### config.mk
export PLATFORM = sky130hd
export DESIGN_NAME = mem_port_ctrl
export DESIGN_NICKNAME = d
export VERILOG_FILES = /design/src/rtl/rsp_buf2.sv /design/src/rtl/mem_port_ctrl.sv
export SDC_FILE = /design/constraint.sdc
export NUM_CORES = 1
export LEC_CHECK = 0
export CAP_MARGIN = 20
export CORE_MARGIN = 2
export CORE_UTILIZATION = 38
export DETAILED_ROUTE_END_ITERATION = 8
export PLACE_DENSITY = 0.73
export SYNTH_ARGS = -nofsm -noshare
export SYNTH_HDL_FRONTEND = slang
export SYNTH_SLANG_ARGS = --single-unit
### constraint.sdc
create_clock -name clk_i -period 4.55 [get_ports clk_i]
set_input_delay 0.6825 -clock clk_i [delete_from_list [all_inputs] [get_ports clk_i]]
set_output_delay 0.6825 -clock clk_i [all_outputs]
set_load 0.05 [all_outputs]
### src/rtl/rsp_buf2.sv
// Two-entry in-order skid buffer for read responses; data is held stable
// while out_valid_o is high and out_ready_i is low.
module rsp_buf2 #(
  parameter int WIDTH = 32
) (
  input  logic             clk_i,
  input  logic             rst_n_i,
  input  logic             in_valid_i,
  output logic             in_ready_o,
  input  logic [WIDTH-1:0] in_data_i,
  output logic             out_valid_o,
  input  logic             out_ready_i,
  output logic [WIDTH-1:0] out_data_o
);
  logic [1:0][WIDTH-1:0] mem;
  logic                  wr_ptr, rd_ptr;
  logic [1:0]            count;
  logic                  push, pop;

  assign in_ready_o  = (count != 2'd2);
  assign out_valid_o = (count != 2'd0);
  assign out_data_o  = mem[rd_ptr];
  assign push        = in_valid_i & in_ready_o;
  assign pop         = out_valid_o & out_ready_i;

  always_ff @(posedge clk_i or negedge rst_n_i) begin
    if (!rst_n_i) begin
      mem    <= '0;
      wr_ptr <= 1'b0;
      rd_ptr <= 1'b0;
      count  <= 2'd0;
    end else begin
      if (push) begin
        mem[wr_ptr] <= in_data_i;
        wr_ptr      <= ~wr_ptr;
      end
      if (pop) rd_ptr <= ~rd_ptr;
      case ({push, pop})
        2'b10:   count <= count + 2'd1;
        2'b01:   count <= count - 2'd1;
        default: count <= count;
      endcase
    end
  end
endmodule

### src/rtl/mem_port_ctrl.sv
// Valid/ready request port in front of a single-port RAM. Reads are credited
// (max 2 in flight + buffered) so the response buffer can never overflow.
module mem_port_ctrl #(
  parameter int WIDTH   = 32,
  parameter int DEPTH   = 256,
  parameter bit OUT_REG = 1'b1
) (
  input  logic                     clk_i,
  input  logic                     rst_n_i,
  input  logic                     req_valid_i,
  output logic                     req_ready_o,
  input  logic                     req_wr_i,
  input  logic [WIDTH/8-1:0]       req_byte_en_i,
  input  logic [$clog2(DEPTH)-1:0] req_addr_i,
  input  logic [WIDTH-1:0]         req_data_i,
  output logic                     rsp_valid_o,
  input  logic                     rsp_ready_i,
  output logic [WIDTH-1:0]         rsp_data_o,
  output logic                     ram_wr_en_o,
  output logic [WIDTH/8-1:0]       ram_wr_byte_en_o,
  output logic [$clog2(DEPTH)-1:0] ram_rw_addr_o,
  output logic [WIDTH-1:0]         ram_rw_data_o,
  output logic                     ram_rd_en_o,
  input  logic [WIDTH-1:0]         ram_rd_data_i
);
  localparam int AW   = $clog2(DEPTH);
  localparam int BE_W = WIDTH / 8;

  logic [1:0] cnt;
  logic       accept, rd_acc, rsp_hs;
  logic       push_vld, push_rdy;

  assign req_ready_o = (cnt < 2'd2);
  assign accept      = req_valid_i & req_ready_o;
  assign rd_acc      = accept & ~req_wr_i;
  assign rsp_hs      = rsp_valid_o & rsp_ready_i;

  assign ram_rw_addr_o    = req_addr_i[AW-1:0];
  assign ram_rw_data_o    = req_data_i;
  assign ram_wr_byte_en_o = req_byte_en_i[BE_W-1:0];
  assign ram_wr_en_o      = accept & req_wr_i;
  assign ram_rd_en_o      = rd_acc;

  always_ff @(posedge clk_i or negedge rst_n_i) begin
    if (!rst_n_i) cnt <= 2'd0;
    else case ({rd_acc, rsp_hs})
      2'b10:   cnt <= cnt + 2'd1;
      2'b01:   cnt <= cnt - 2'd1;
      default: cnt <= cnt;
    endcase
  end

  // Registered RAM returns data one cycle after the accept; track it with pend.
  if (OUT_REG) begin : g_pend
    logic pend;
    always_ff @(posedge clk_i or negedge rst_n_i) begin
      if (!rst_n_i) pend <= 1'b0;
      else          pend <= rd_acc;
    end
    assign push_vld = pend;
  end else begin : g_nopend
    assign push_vld = rd_acc;
  end

  rsp_buf2 #(.WIDTH(WIDTH)) u_buf (
    .clk_i      (clk_i),
    .rst_n_i    (rst_n_i),
    .in_valid_i (push_vld),
    .in_ready_o (push_rdy),
    .in_data_i  (ram_rd_data_i),
    .out_valid_o(rsp_valid_o),
    .out_ready_i(rsp_ready_i),
    .out_data_o (rsp_data_o)
  );

  a_cnt_range: assert property (@(posedge clk_i) disable iff (!rst_n_i) cnt <= 2'd2);
  a_buf_ovf:   assert property (@(posedge clk_i) disable iff (!rst_n_i) push_vld |-> push_rdy);
endmodule

After elaboration in Yosys (flattened, before gate mapping)
Index checks and enable logic that the tools add are counted.

Output and inout port bits: 80. Bits of input ports: 81. Logic and storage cells: 39. Register bits: 71.

Reductions and logical operators: 4. Add/subtract/negate cells: 4. Bitwise operators: 8. Muxes and demuxes: 7. Equality and inequality tests: 5. Order comparisons: 4.

Operators with widths (number): $mux W32 (3); $bwmux W64 (1); $demux W32 S1 (1); $pmux W2 S2 (2); $reduce_bool A2 Y1 (3); $and A1 B1 Y1 (5); $add A2 B1 Y2 const B (2); $eq A2 B1 Y1 const B (2); $eq A2 B2 Y1 const B (2); $lt A1 B2 Y1 const B (2); $sub A2 B1 Y2 const B (2); $not A1 Y1 (3); $lt A2 B2 Y1 const B (1); $ne A2 B2 Y1 const B (1); $ge A1 B1 Y1 const B (1); $logic_and A1 B1 Y1 (1).

Longest topological paths before layout
Gate-level depths: netlist (run 1).

Depth after elaboration: 5. Gate-level depth with buffers: 6. Gate-level depth less buffers: 6.

Hierarchy
Synthesis (run 1) repeated with hierarchy kept, for this count alone.

Cell total of the unflattened synthesis: 247. Area, all modules: 3756.1 µm².

Modules (own cells, without submodules): rsp_buf2 (times used 1, cells each 189, area each 3279.4 µm², sequential area each 1701.6 µm²); mem_port_ctrl (times used 1, cells each 58, area each 476.7 µm², sequential area each 75.1 µm²).

Worst setup path before layout (run 1)
Ideal clock, no wire load.

Kind: register to output. From: register cnt[1]. To: output ram_wr_en_o. Slack: 2.622 ns. Data required time: 3.868 ns. Buffers on the path: 0. Arrival time: 1.246 ns. Stages on the path, launching flop included: 3. Cell sequence: dfrtp_1 -> inv_1 -> and3_1.

Longest elaborated chain between the ends: 3.

Ends and longest elaborated chain: start, declared (line mem_port_ctrl.sv:29) `logic [1:0] cnt;`; start signal, assigned (line mem_port_ctrl.sv:47) `2'b10: cnt <= cnt + 2'd1;`; start signal, assigned (line mem_port_ctrl.sv:48) `2'b01: cnt <= cnt - 2'd1;`; start signal, assigned (line mem_port_ctrl.sv:49) `default: cnt <= cnt;`; $lt A2 B2 Y1 (line mem_port_ctrl.sv:33) `assign req_ready_o = (cnt < 2'd2);`; net req_ready_o (line mem_port_ctrl.sv:11) `output logic req_ready_o,`; $and A1 B1 Y1 (line mem_port_ctrl.sv:34) `assign accept = req_valid_i & req_ready_o;`; $and A1 B1 Y1 (line mem_port_ctrl.sv:41) `assign ram_wr_en_o = accept & req_wr_i;`; end, declared (line mem_port_ctrl.sv:19) `output logic ram_wr_en_o,`.

The timed path passes the listed nets, and every way through them passes these cells.

Worst setup path in the final report (run 1)
From: register u_buf.rd_ptr. To: output rsp_data_o[7].

Longest elaborated chain between the ends: 2.

Ends and longest elaborated chain: start, declared (line rsp_buf2.sv:16) `logic wr_ptr, rd_ptr;`; start signal, assigned (line rsp_buf2.sv:37) `if (pop) rd_ptr <= ~rd_ptr;`; $mux W32 (implied by the code) (2 in series) (line rsp_buf2.sv:22) `assign out_data_o = mem[rd_ptr];`; end, declared (line mem_port_ctrl.sv:18) `output logic [WIDTH-1:0] rsp_data_o,`.

Every way passes these cells. The select of a mux whose other input is x is not followed.

==> results of run 1 <==
==> metal layers <==
layer | vias up | wire, µm | track usage [%]
met4 | 0 | 122 | 5.87
met5 | - | 0 | 0
met1 | 976 | 2930 | 16.5
met3 | 25 | 431 | 4.23
li1 | 853 | - | -
met2 | 58 | 3040 | 19.1
==> final timing paths <==
check / from / to / slack (ns)
max in group asynchronous: rst_n_i / u_buf.mem[12] / 3.49
worst max-delay path: u_buf.rd_ptr / rsp_data_o[7] / 1.49
worst min-delay path: rst_n_i / u_buf.mem[60] / 0.47
worst max register to register: u_buf.count[0] / u_buf.mem[14] / 2.66
min in group clk_i: u_buf.wr_ptr / u_buf.wr_ptr / 0.48
worst min register to register: u_buf.wr_ptr / u_buf.wr_ptr / 0.48
==> layout make-up <==
| class | count | area (µm²) | share of cell area (%) |
|---|---|---|---|
| repair buffers | 76 | 773 | 17.6 |
| inverters | 3 | 11.3 | 0.256 |
| multi-input cells | 116 | 1470 | 33.4 |
| clock inverters | 3 | 42.5 | 0.968 |
| clock buffers | 12 | 155 | 3.53 |
| well taps | 133 | 166 | 3.79 |
| flip-flops and latches | 71 | 1780 | 40.4 |
==> placed cells by master (no fill, tap or decap) <==
cell             count
dfrtp_1             71
clkdlybuf4s50_1     71
mux2_4              60
mux2_2              36
clkbuf_8            11
xnor2_1              6
inv_1                3
buf_4                3
nor2_1               2
xor2_1               2
ha_1                 2
buf_12               2
nand2b_4             1
nand2_1              1
or2_2                1
and2_1               1
nand3_1              1
and3_1               1
and3b_2              1
and3_2               1
clkinvlp_4           1
clkbuf_1             1
bufinv_16            1
clkinv_2             1
==> state kept, by name, indices dropped and copies added (netlist names) <==
name	cells
u_buf.wr_ptr	1
u_buf.mem	64
g_pend.pend	1
u_buf.rd_ptr	1
u_buf.count	2
cnt	2
==> kinds of logic (layout without fill, tap and decap cells) <==
family | after synthesis | after routing
mux | 96 | 96
flops | 71 | 71
buf+inv | 59 | 94
simple gates | 10 | 10
xor+xnor | 8 | 8
fa+ha+maj | 2 | 2
==> through the flow <==
step / hold WS (ns) / instances / setup slack [ns] / power (µW) / utilization [%]
2_1_floorplan: 0.387 / 246 / 2.62 / 2910 / -
3_3_place_gp: 0.466 / 397 / 1.71 / 3340 / 42.9
3_5_place_dp: 0.475 / 398 / 1.70 / 3370 / 43.1
4_1_cts: 0.490 / 413 / 1.43 / 3910 / 45.2
5_1_grt: 0.522 / 414 / 1.35 / 4060 / 45.4
6_report: 0.467 / 414 / 1.49 / 3860 / 45.4
==> worst max-delay path, stage by stage, from the launching register on <==
cell and delay (ns):
dfrtp_1 0.64, buf_4 0.33, mux2_2 0.37, clkdlybuf4s50_1 0.70
==> report_power, final <==
group / internal (µW) / switching (µW)
Combinational: 1050 / 1170
Sequential: 946 / 188
Clock: 280 / 219
Total: 2280 / 1580
==> out/metrics.cfg, run 1 <==
[cts]
htree_levels=3
cts_tree=done
cts-resized-gates=0
post_cts_buffers=0
holdBufCountCts=0
cts_buffer_depth=2
cts.clk_slew.worst_paths_ns=0.07
cts-buffers-inserted=9
clkSinkCount=71
cts_root_buffer=clkbuf_8
insertion_delay_ns=0.33

[sta]
setup_tns_ns=0
tightest_slew_ns=0.891
slew_violations=0
setup_viol=0
slew_headroom_pct=40.6
fmaxAchievable_mhz=327
period_share_pct=67.2
hold_viol=0
period_minus_slack_ns=3.06
finalClockSkew_ns=0.00753
rsz0062_at_grt=false

[yosys]
synth-simple-area-share_pct=1.70
synth_cell_types=20
synth_mux_area_share_pct=34.9
synth_fa_ha_area_share_pct=0.668
yosysMostFrequentCell=dfrtp_1
synth_top_family_by_area=multiplexers
synth_compound_area_share_pct=0
synth_commonest_cells=dfrtp_1 (71), mux2_4 (60), buf_4 (44)
synth_area_mm2=0.00374
ys_seq_elements=71
synthesis.nets=329
ys_warn_count=0
synth_edf_count=0
synth_top_area_cell=dfrtp_1
synth_xor_area_share_pct=1.87
async_reset_ff_share_pct=100
synth_area_leaders=dfrtp_1 (47%), mux2_4 (24%), mux2_2 (11%)
synth.avg_cell_area_um2=15.2
synth_top_area_share_pct=47.4
syn_inst=246
seq_area_frac_synth_pct=47.4
ys.flop_type=dfrtp_1

[floorplanning]
fp.coreArea_mm2=0.00968
io_pins=161
initial_core_util_pct=38.7
die_w_um=103
num_rows=36
die_area_mm2=0.0107
die_y_um=103

[routing]
wl_per_cell_um=15.8
vias=1912
antenna_left=0
first_pass_iters=3
drc=0
via_per_inst=4.62
routed_wirelength_um=6530
drt-initial-drc-count=22

[worst_hold_path]
hp-class=in2async

[placement]
dp.final_hpwl_um=4260
gp_congestion=0.634
place_area_mm2=0.00418
port_buffers=72

[critical_path]
critPathKind=reg2out
startpoint_type=flip-flop
required_ns=3.87
cp_max_fo=14
end_kind=primary output
arrival_ns=2.38
worst_r2r_path_depth=4

[finish]
num-fill-cells=890
stdcell_area_mm2=0.00439
area_growth_pct=17.3
drive_gt1_share_pct=42.3
antenna_cells=0
fin_nets=360

[power_and_ir_drop]
power.density_mw_per_mm2=878
leakage_uw=0.00191
vdd_ir_drop_max_mv=0.495

[global_routing]
grt_max_degree=72
gr-total-overflow=0
grt_usage_pct=12.6
antenna_found_initial=0
grt_pass1_vias=2008
grt_first_pass_wirelength_um=10200

[run]
cap_viol_max_count=0

[outcome]
status=completed

Note: power is estimated with default switching activity, not from simulation.
==> inputs of run 2 (changes only) <==
--- a/config.mk
+++ b/config.mk
@@ -9,7 +9,7 @@
 export CORE_MARGIN = 2
 export CORE_UTILIZATION = 38
 export DETAILED_ROUTE_END_ITERATION = 8
-export PLACE_DENSITY = 0.73
+export PLACE_DENSITY = 0.76
 export SYNTH_ARGS = -nofsm -noshare
 export SYNTH_HDL_FRONTEND = slang
 export SYNTH_SLANG_ARGS = --single-unit
==> constraint.sdc (replaced) <==
create_clock -name clk_i -period 2.74 [get_ports clk_i]
set_input_delay 0.411 -clock clk_i [delete_from_list [all_inputs] [get_ports clk_i]]
set_output_delay 0.411 -clock clk_i [all_outputs]
set_load 0.05 [all_outputs]
==> run 2 against run 1 <==
Compared with the run above: design area grew 7.1%; clock power grew 68%; cell count is the same; non-clock buffer count shrank 1; clock skew grew 0.00051 ns; total power grew 91%; sequential share of layout area shrank 2.7 points; critical path depth grew 2; global-route usage grew 0.80 points; via count shrank 0.26%; count of clock-buffer cells in the layout shrank 2; critical path type is now in2out; largest power group unchanged.
==> out/metrics.cfg, run 2 (synthesis gave the netlist of run 1 again) <==
[sta]
setup_viol=0  ; unchanged
fmaxAchievable_mhz=434
finalClockSkew_ns=0.00804  ; +0.000508 ns
period_minus_slack_ns=2.30
setup_tns_ns=0  ; unchanged
rsz0062_at_grt=false
slew_violations=0  ; unchanged
setup_ws_ns=0.438  ; -1.05 ns
tightest_slew_ns=0.897  ; +0.00546 ns
hold_viol=0  ; unchanged
period_share_pct=84.0
slew_headroom_pct=40.2  ; -0.36 points

[finish]
final_cell_mix=dfrtp_1 (71), mux2_4 (60), clkdlybuf4s50_1 (39)
largest_reg_flops=64  ; unchanged
drive_gt1_share_pct=54.1  ; +12 points
area_growth_pct=25.7
layout.cells.non_filler=414  ; unchanged
regMostFlops=u_buf.mem
fin_nets=359  ; -0.28%
num-fill-cells=837  ; -6.0%
reg_top3=u_buf.mem (64), cnt (2), u_buf.count (2)
final_common_cell=dfrtp_1
antenna_cells=0  ; unchanged

[global_routing]
grt_first_pass_wirelength_um=11100  ; +8.9%
gr-total-overflow=0  ; unchanged
antenna_found_initial=0  ; unchanged
grt_max_degree=72  ; unchanged
grt_usage_pct=13.4  ; +0.80 points
grt_pass1_vias=2139  ; +6.5%

[routing]
highest_layer=met4
wl_met1_um=3040  ; +3.7%
drc=0  ; unchanged
via_per_inst=4.61  ; -0.26%
met2_length_um=3360  ; +10%
antenna_left=0  ; unchanged
drt-initial-drc-count=25  ; +14%
routed_wirelength_um=6890  ; +5.6%
vias=1907  ; -0.26%
first_pass_iters=4  ; +1
wl_met3_um=406  ; -5.8%
wl_per_cell_um=16.6  ; +5.6%

[worst_hold_path]
hp-class=in2async

[power_and_ir_drop]
switchingPower_uw=2870  ; +82%
pwr-share-clk_pct=11.3  ; -1.6 points
seq_power_share_pct=25.2  ; -4.2 points
power.share.switching_pct=38.9  ; -2.0 points
leakage_uw=0.00208  ; +8.6%
pwr-share-comb_pct=63.5  ; +5.8 points
vdd_ir_drop_max_mv=0.823  ; +66%
power_uw=7370  ; +91%
p_int_uw=4500  ; +98%
power.density_mw_per_mm2=1570  ; +78%

[critical_path]
critPathMaxStageDelay_ns=0.81  ; +0.11 ns
startpoint_type=input pin
endpoint=ram_rd_en_o
crit_slowest_cell=clkdlybuf4s50_1
r2r_slack_ns=0.83  ; -1.83 ns
path_cells=clkdlybuf4s50_1, inv_1, nand3_1, inv_1, clkdlybuf4s50_1
end_kind=primary output
critPathKind=in2out
crit_start=req_wr_i
worst_r2r_path_depth=4  ; unchanged
worstReg2RegStart=u_buf.count[0]
required_ns=2.33  ; -1.54 ns
arrival_ns=1.89  ; -0.49 ns
r2r-end=u_buf.mem[23]
cp_max_fo=2  ; -12

[cts]
post_cts_buffers=0  ; unchanged
cts_tree=done
holdBufCountCts=0  ; unchanged
cts_root_buffer=clkbuf_8
insertion_delay_ns=0.33  ; about the same
clkSinkCount=71  ; unchanged
htree_levels=3  ; unchanged
cts_buffer_depth=2  ; unchanged
cts.clk_slew.worst_paths_ns=0.07  ; about the same
cts-buffers-inserted=9  ; unchanged
cts-resized-gates=0  ; unchanged

[floorplanning]
die_area_mm2=0.0107  ; unchanged
die_y_um=103  ; unchanged
io_pins=161  ; unchanged
num_rows=36  ; unchanged
fp.coreArea_mm2=0.00968  ; unchanged
initial_core_util_pct=38.7  ; unchanged
die_w_um=103  ; unchanged

[placement]
pre_cts_ws_ns=0.446  ; -1.26 ns
dp.cells=398  ; unchanged
gp_congestion=0.688  ; +8.4%
port_buffers=72  ; unchanged
dp.final_hpwl_um=4500  ; +5.6%

[run]
cap_viol_max_count=0  ; unchanged

[outcome]
status=completed

==> run 2: cell count changes in the layout (fill, tap and decap cells not counted) <==
cell	before	now
clkinv_2	1	3
clkdlybuf4s50_1	71	39
clkinvlp_4	1	2
clkbuf_1	1	0
buf_12	2	34
buf_4	3	2
clkbuf_8	11	10
==> run 2: worst max-delay path: cells and delay by family <==
family | cells | cell delay, ns
buffers and inverters | 4 | 1.38
and+or+nand+nor | 1 | 0.10
==> run 2: worst min path at each step <==
stage / from / end / slack [ns] / cells past startpoint
floorplan: rst_n_i / cnt[0] / 0.12 / 0
CTS: rst_n_i / u_buf.mem[52] / 0.23 / 1
global placement: u_buf.wr_ptr / u_buf.wr_ptr / 0.47 / 1
detailed placement: u_buf.wr_ptr / u_buf.wr_ptr / 0.48 / 1
finish: rst_n_i / u_buf.mem[62] / 0.21 / 1
global route: rst_n_i / u_buf.mem[52] / 0.27 / 1
==> run 2: power by group through the flow <==
stage / Combinational [µW] / Clock, µW / Sequential, µW
after floorplan: 3060 / 0 / 1780
after global placement: 4660 / 0 / 1840
after detailed placement: 4720 / 0 / 1860
after CTS: 4730 / 868 / 1860
after global routing: 4880 / 915 / 1930
final: 4680 / 836 / 1860
==> run 2: routing by layer <==
layer / track usage, % / vias to the layer above
li1: - / 853
met1: 17.4 / 972
met2: 21.8 / 65
met3: 4.10 / 17
met4: 3.95 / 0
met5: 0 / -
==> run 2: stage by stage <==
stage	instance area (µm²)	utilization, %	hold WS, ns
5_1_grt	4710	48.6	0.274
6_report	4710	48.6	0.210
4_1_cts	4710	48.6	0.226
2_1_floorplan	3740	-	0.115
3_5_place_dp	4510	46.6	0.482
3_3_place_gp	4510	46.6	0.466
==> run 2: final cells by class <==
type,instances,area [µm²],share of cell area (%)
inverters,3,11.3,0.239
flip-flops and latches,71,1780,37.8
well taps,133,166,3.54
clock buffers,10,138,2.92
repair buffers,75,1090,23.1
multi-input cells,116,1470,31.2
clock inverters,6,60.1,1.28
